## config.mk

```make
export PLATFORM = sky130hd
export DESIGN_NAME = add_pipe
export DESIGN_NICKNAME = d
export VERILOG_FILES = /design/src/rtl/add_pipe.sv
export SDC_FILE = /design/constraint.sdc
export NUM_CORES = 1
export LEC_CHECK = 0
export CORE_ASPECT_RATIO = 0.7
export CORE_UTILIZATION = 40
export DETAILED_ROUTE_END_ITERATION = 7
export DONT_BUFFER_PORTS = 1
export GPL_ROUTABILITY_DRIVEN = 0
export PLACE_DENSITY = 0.57
export SYNTH_ARGS = -nofsm -noshare
export SYNTH_HDL_FRONTEND = slang
export SYNTH_SLANG_ARGS = --single-unit
```

## constraint.sdc

```tcl
create_clock -name clock -period 8.1 [get_ports clock]
set_input_delay 1.62 -clock clock [delete_from_list [all_inputs] [get_ports clock]]
set_output_delay 1.62 -clock clock [all_outputs]
set_load 0.05 [all_outputs]
```

## src/rtl/add_pipe.sv

```systemverilog
// Pipelined adder/subtractor: the carry chain is cut into STAGES registered segments.
// A single global stall (advance) moves every stage at once under valid/ready flow control.
module add_pipe #(
   parameter int WIDTH  = 32,
   parameter int STAGES = 2
) (
   input  logic             clock,
   input  logic             reset,
   input  logic             In_Valid,
   output logic             In_Ready,
   input  logic [WIDTH-1:0] A,
   input  logic [WIDTH-1:0] B,
   input  logic             Sub,
   input  logic             CarryIn,
   output logic             Out_Valid,
   input  logic             Out_Ready,
   output logic [WIDTH-1:0] C,
   output logic             CarryOut,
   output logic             Overflow,
   output logic             Zero
);

   localparam int SEG = WIDTH / STAGES;

   // Per-stage registers: stage k holds result segments 0..k plus the operands still needed.
   logic             valid_q [STAGES];
   logic             carry_q [STAGES];
   logic [WIDTH-1:0] res_q   [STAGES];
   logic [WIDTH-1:0] a_q     [STAGES];
   logic [WIDTH-1:0] bp_q    [STAGES];

   logic             nxt_valid [STAGES];
   logic             nxt_carry [STAGES];
   logic [WIDTH-1:0] nxt_res   [STAGES];
   logic [WIDTH-1:0] nxt_a     [STAGES];
   logic [WIDTH-1:0] nxt_bp    [STAGES];
   logic [SEG:0]     sum       [STAGES];

   logic             advance;
   logic [WIDTH-1:0] b_eff;
   logic             ovf_d, zero_d;
   logic             ovf_q, zero_q;

   assign advance = !valid_q[STAGES-1] || Out_Ready;
   assign b_eff   = Sub ? ~B : B;

   // NOTE: combinational blocks use blocking '=' so later statements see earlier results;
   // every target is assigned on every pass, so no latch can be inferred.
   always_comb begin
      nxt_valid[0] = In_Valid;
      nxt_a[0]     = A;
      nxt_bp[0]    = b_eff;
      sum[0]       = {1'b0, A[SEG-1:0]} + {1'b0, b_eff[SEG-1:0]} + {{SEG{1'b0}}, Sub ^ CarryIn};
      nxt_res[0]   = '0;
      nxt_res[0][SEG-1:0] = sum[0][SEG-1:0];
      nxt_carry[0] = sum[0][SEG];
      for (int k = 1; k < STAGES; k++) begin
         nxt_valid[k] = valid_q[k-1];
         nxt_a[k]     = a_q[k-1];
         nxt_bp[k]    = bp_q[k-1];
         sum[k]       = {1'b0, a_q[k-1][k*SEG +: SEG]} + {1'b0, bp_q[k-1][k*SEG +: SEG]}
                        + {{SEG{1'b0}}, carry_q[k-1]};
         nxt_res[k]   = res_q[k-1];
         nxt_res[k][k*SEG +: SEG] = sum[k][SEG-1:0];
         nxt_carry[k] = sum[k][SEG];
      end
   end

   // Flags come from the complete result being loaded into the final stage.
   always_comb begin
      ovf_d  = (nxt_a[STAGES-1][WIDTH-1] == nxt_bp[STAGES-1][WIDTH-1]) &&
               (nxt_res[STAGES-1][WIDTH-1] != nxt_a[STAGES-1][WIDTH-1]);
      zero_d = (nxt_res[STAGES-1] == '0);
   end

   // NOTE: sequential state uses non-blocking '<=' so all stages sample the same pre-edge values.
   // NOTE: the pipeline arrays are reset too, because C and the flags must read 0 after reset.
   always_ff @(posedge clock) begin
      if (reset) begin
         for (int k = 0; k < STAGES; k++) begin
            valid_q[k] <= 1'b0;
            carry_q[k] <= 1'b0;
            res_q[k]   <= '0;
            a_q[k]     <= '0;
            bp_q[k]    <= '0;
         end
         ovf_q  <= 1'b0;
         zero_q <= 1'b0;
      end else if (advance) begin
         for (int k = 0; k < STAGES; k++) begin
            valid_q[k] <= nxt_valid[k];
            carry_q[k] <= nxt_carry[k];
            res_q[k]   <= nxt_res[k];
            a_q[k]     <= nxt_a[k];
            bp_q[k]    <= nxt_bp[k];
         end
         ovf_q  <= ovf_d;
         zero_q <= zero_d;
      end
   end

   assign In_Ready  = advance;
   assign Out_Valid = valid_q[STAGES-1];
   assign C         = res_q[STAGES-1];
   assign CarryOut  = carry_q[STAGES-1];
   assign Overflow  = ovf_q;
   assign Zero      = zero_q;

endmodule

```

# Yosys cells after proc, flatten, opt, wreduce, memory -nomap -nowiden
# Memory sizes are Yosys's and may differ from the RTL's.
# Cells that the tools add are included.
# Widths: inputs -> output; s select.
[op_classes]
n_addsub = 4
n_mul = 0
div_mod_pow = 0
n_lt_le_gt_ge = 0
n_eq_ne = 2
shift = 0
muxes = 16
n_bitwise = 12
reduce_logical = 4
[op_table]
columns = ["op", "count"]
rows = [
  ["$mux 32", 7],
  ["$add 16x16->17", 2],
  ["$add 17x1->17", 2],
  ["$logic_not 32->1", 1],
  ["$not 32->32", 1],
  ["$or 1x1->1", 10],
  ["$mux 1", 9],
  ["$eq 1x1->1", 1],
  ["$logic_and 1x1->1", 1],
  ["$logic_not 1->1", 1],
  ["$logic_or 1x1->1", 1],
  ["$ne 1x1->1", 1],
  ["$xor 1x1->1", 1],
]
[word_totals]
register_bits = 2
latch_bits = 0
ram_bits = 196
mem_bits_ro = 0
input_bits = 70
output_inout_bits = 37
word_cells = 45
memories = 5
[memory_table]
columns = ["memory", "depth", "word_bits", "rd", "rd_ports_with_merged_regs", "write_ports", "line", "rtl"]
rows = [
  ["a_q", 2, 32, 1, 0, 2, "29", "logic [WIDTH-1:0] a_q [STAGES];"],
  ["bp_q", 2, 32, 1, 0, 2, "30", "logic [WIDTH-1:0] bp_q [STAGES];"],
  ["res_q", 2, 32, 2, 0, 2, "28", "logic [WIDTH-1:0] res_q [STAGES];"],
  ["carry_q", 2, 1, 2, 0, 2, "27", "logic carry_q [STAGES];"],
  ["valid_q", 2, 1, 2, 0, 2, "26", "logic valid_q [STAGES];"],
]

# Longest topological paths before layout
# An unclocked memory read counts as a cell.
[depth]
word_depth = 7
mapped_depth = 13
depth_no_buf = 11

# Worst setup path before layout
# No wires, ideal clock.
[synth_timing]
kind = "input port to flip-flop"
from = "input port Sub"
to = "memory carry_q[0][0] (data pin)"
setup_ns = 0.259
arrival_time_ns = 4.677
slack_ns = 3.164
path_stages = 13
path_buffers = 2
cell_sequence = "clkbuf_1 -> clkbuf_1 -> xor2_1 -> fa_1 -> fa_1 -> a21o_1 -> a21o_1 -> a21boi_1 -> and4b_1 -> o31ai_2 -> o21ai_1 -> a211oi_1 -> nor2_1"
[synth_lines]
columns = ["item", "line", "rtl"]
rows = [
  ["start, declared", "13", "input logic Sub,"],
  ["end, declared", "27", ""],
]

# Final worst setup path
[layout_timing]
from = "input port Out_Ready"
to = "output port In_Ready"
[layout_via]
elab_chain_cells = 1
[layout_lines]
columns = ["item", "line", "rtl"]
rows = [
  ["start, declared", "16", "input logic Out_Ready,"],
  ["$logic_or 1x1->1", "44", "assign advance = !valid_q[STAGES-1] || Out_Ready;"],
  ["end, declared", "10", "output logic In_Ready,"],
]
# No other way between the ends.

==> flow_summary.yaml <==
status:
  outcome: "finished clean"
setup_path:
  crit_arrival_ns: 2.57
  crit_path_top_delay_cell: "nor2b_1"
  cp-end-kind: "output pin"
  start_kind: "input port"
  crit_buf_inv: 1
  slowest_delay_ns: 0.53
  crit_chain: "nor2b_1, inv_1"
  required_ns: 6.48
  crit_family: "simple AND/OR/NAND/NOR gates"
  worstSetupPathType: "in2out"
  critPathMaxFanout: 8
  ff2ff_setup_slack_ns: 4.90
clock_network:
  cts_tree: "built"
  ctsHtreeMaxLevel: 3
  hold_buffers: 0
  cts_setup_buffers: 0
  cts-root-buf: "clkbuf_16"
  clkTransAtPathRegs_ns: 0.06
  cts_buffers: 9
  clockBufferDepth: 2
  postCtsResizedCells: 0
  insertion_delay_ns: 0.33
  tritoncts_num_sinks: 86
sta:
  tightest_slew_ns: 1.14
  hold_ws_ns: 0.530
  fin_crit_ns: 4.19
  final_max_slew_viol_count: 0
  rsz0062_at_grt: "false"
  fin_setup_tns_ns: 0
  slew_headroom_pct: 24.3
  hold_viol: 0
  finClkSkew_ns: 0.00535
  setup_violations: 0
  period_share_pct: 51.7
  timing.fmax_mhz: 239
yosys:
  netlist_instances: 400
  yosysWarnings: 0
  syn-cell-area_sq_um: 4790
  synth_edf_count: 84
  syn_avg_cell_area_sq_um: 12.0
  synth_ff_type: "edfxtp_1"
  synth.yosys.seq_area_share_pct: 53.5
  syn_nets: 504
  ys_types: 47
  ys_ff_latch: 86
  async_flop_share_pct: 0
placed_design:
  hpwl_microns: 6990
  portBuffers: 0
  placed_area_sq_um: 4960
  place_inst: 545
route:
  ant_nets: 0
  drc_errors: 0
  postRouteWirelength_microns: 9790
  wl_per_cell_microns: 17.4
  drtIter0Drc: 166
  drt-pass1-iter-count: 6
  num_vias: 2890
  vias_per_cell: 5.14
floorplanning:
  die_area_sq_um: 12400
  initial_core_util_pct: 41.0
  die_height_microns: 93.6
  die_x_microns: 133
  pin_count: 107
  rows: 33
  core_area_sq_um: 11700
power_and_ir_drop:
  power_leakage_nw: 2.12
  power_switching_share_pct: 30.9
  vdd_drop_max_mv: 0.101
  clkPwrFrac_pct: 31.2
  p_int_mw: 0.887
  power_frac_comb_pct: 16.9
  power_density_nw_per_um2: 245
  p_switching_mw: 0.397
  pwr-share-seq_pct: 52.0
layout:
  fin_util_pct: 44.9
  post_layout_nonfiller_instances: 562
  area_growth_pct: 9.51
  final_area_sq_um: 5250
  final_common_cell: "edfxtp_1"
  nNetsFinal: 503
  layout-drive-gt1-share_pct: 6.20
  mostFrequentLayoutCells: "edfxtp_1 (84), nor2_1 (53), and2_1 (44), xor2_1 (30), ha_1 (30)"
global_route:
  grt_util_all_layers_pct: 16.5
  grt_pass1_vias: 2886
  grt_pass1_wl_microns: 15400
  grt_overflow_total: 0
  antenna_found_initial: 2
  grt_max_degree: 85
worst_hold_path:
  hold_path.class: "reg2reg"
flow_run:
  cap_violations: 0
[cell families after synthesis]
logic type / synth area share, %
XOR/XNOR: 10.6
AND/OR/NAND/NOR: 17.0
buffers and inverters: 1.41
adder cells (fa/ha/maj): 9.51
AO/OA/AOI/OAI: 7.81
multiplexers: 0.209
flip-flops: 53.5
[metal layers]
layer	track usage [%]	vias up	part of all wire, %
met3	5.31	10	5.3
li1	-	1430	-
met5	0	-	0
met2	25.0	85	44
met4	5.08	0	1.1
met1	22.4	1365	50
[per-stage QoR]
step           power (mW)  setup WS [ns]
3_3_place_gp        0.886           3.64
3_5_place_dp        0.894           3.62
6_report             1.28           3.91
2_1_floorplan       0.841           3.16
4_1_cts              1.30           3.91
5_1_grt              1.34           3.80
[cells in the mapped netlist, drive strengths merged, types with 3 or more instances]
master   n  area, sq um
a21oi   15         82.6
inv      4         15.0
a211oi   3         22.5
nand4    4         25.0
o41ai    3         41.3
xnor2   28          245
nand3b   5         37.5
buf      4         15.0
and2    44          275
nand3    3         15.0
edfxtp  84         2520
fa       4         80.1
nor2    54          203
o21ai    8         40.0
nor4     5         37.5
ha      30          375
xor2    30          263
nor2b    3         21.3
clkbuf  10         37.5
nand2   10         37.5
or3      3         18.8
and3     3         18.8
nor3     9         45.0
a21o     9         67.6
[final cells by class]
type,count,area [sq um]
clock inverter,4,48.8
antenna,2,5.00
sequential,86,2560
inverter,4,15.0
multi-input combinational,296,2170
fill,1086,6440
clock buffer,11,233
tap,157,196
timing repair buffer,2,15.0
[state kept, by name, indices dropped and copies added (netlist names)]
register / flops
res_q: 48
a_q: 16
bp_q: 16
carry_q: 2
valid_q: 2
Overflow: 1
Zero: 1
[path summary, 6_finish.rpt]
kind | startpoint | cells past startpoint | to
setup reg to reg | carry_q[0][0] | 10 | carry_q[0][1]
setup / recovery | Out_Ready | 2 | In_Ready
hold / removal | valid_q[0][0] | 1 | valid_q[0][1]
hold reg to reg | valid_q[0][0] | 1 | valid_q[0][1]
[power by group through the flow]
stage	registers (mW)	logic, mW	clock network (mW)
2_1_floorplan	0.667	0.174	0
3_3_place_gp	0.677	0.209	0
3_5_place_dp	0.678	0.216	0
4_1_cts	0.669	0.217	0.409
5_1_grt	0.673	0.243	0.424
6_report	0.667	0.216	0.400
Power figures use the tool's default switching activity.
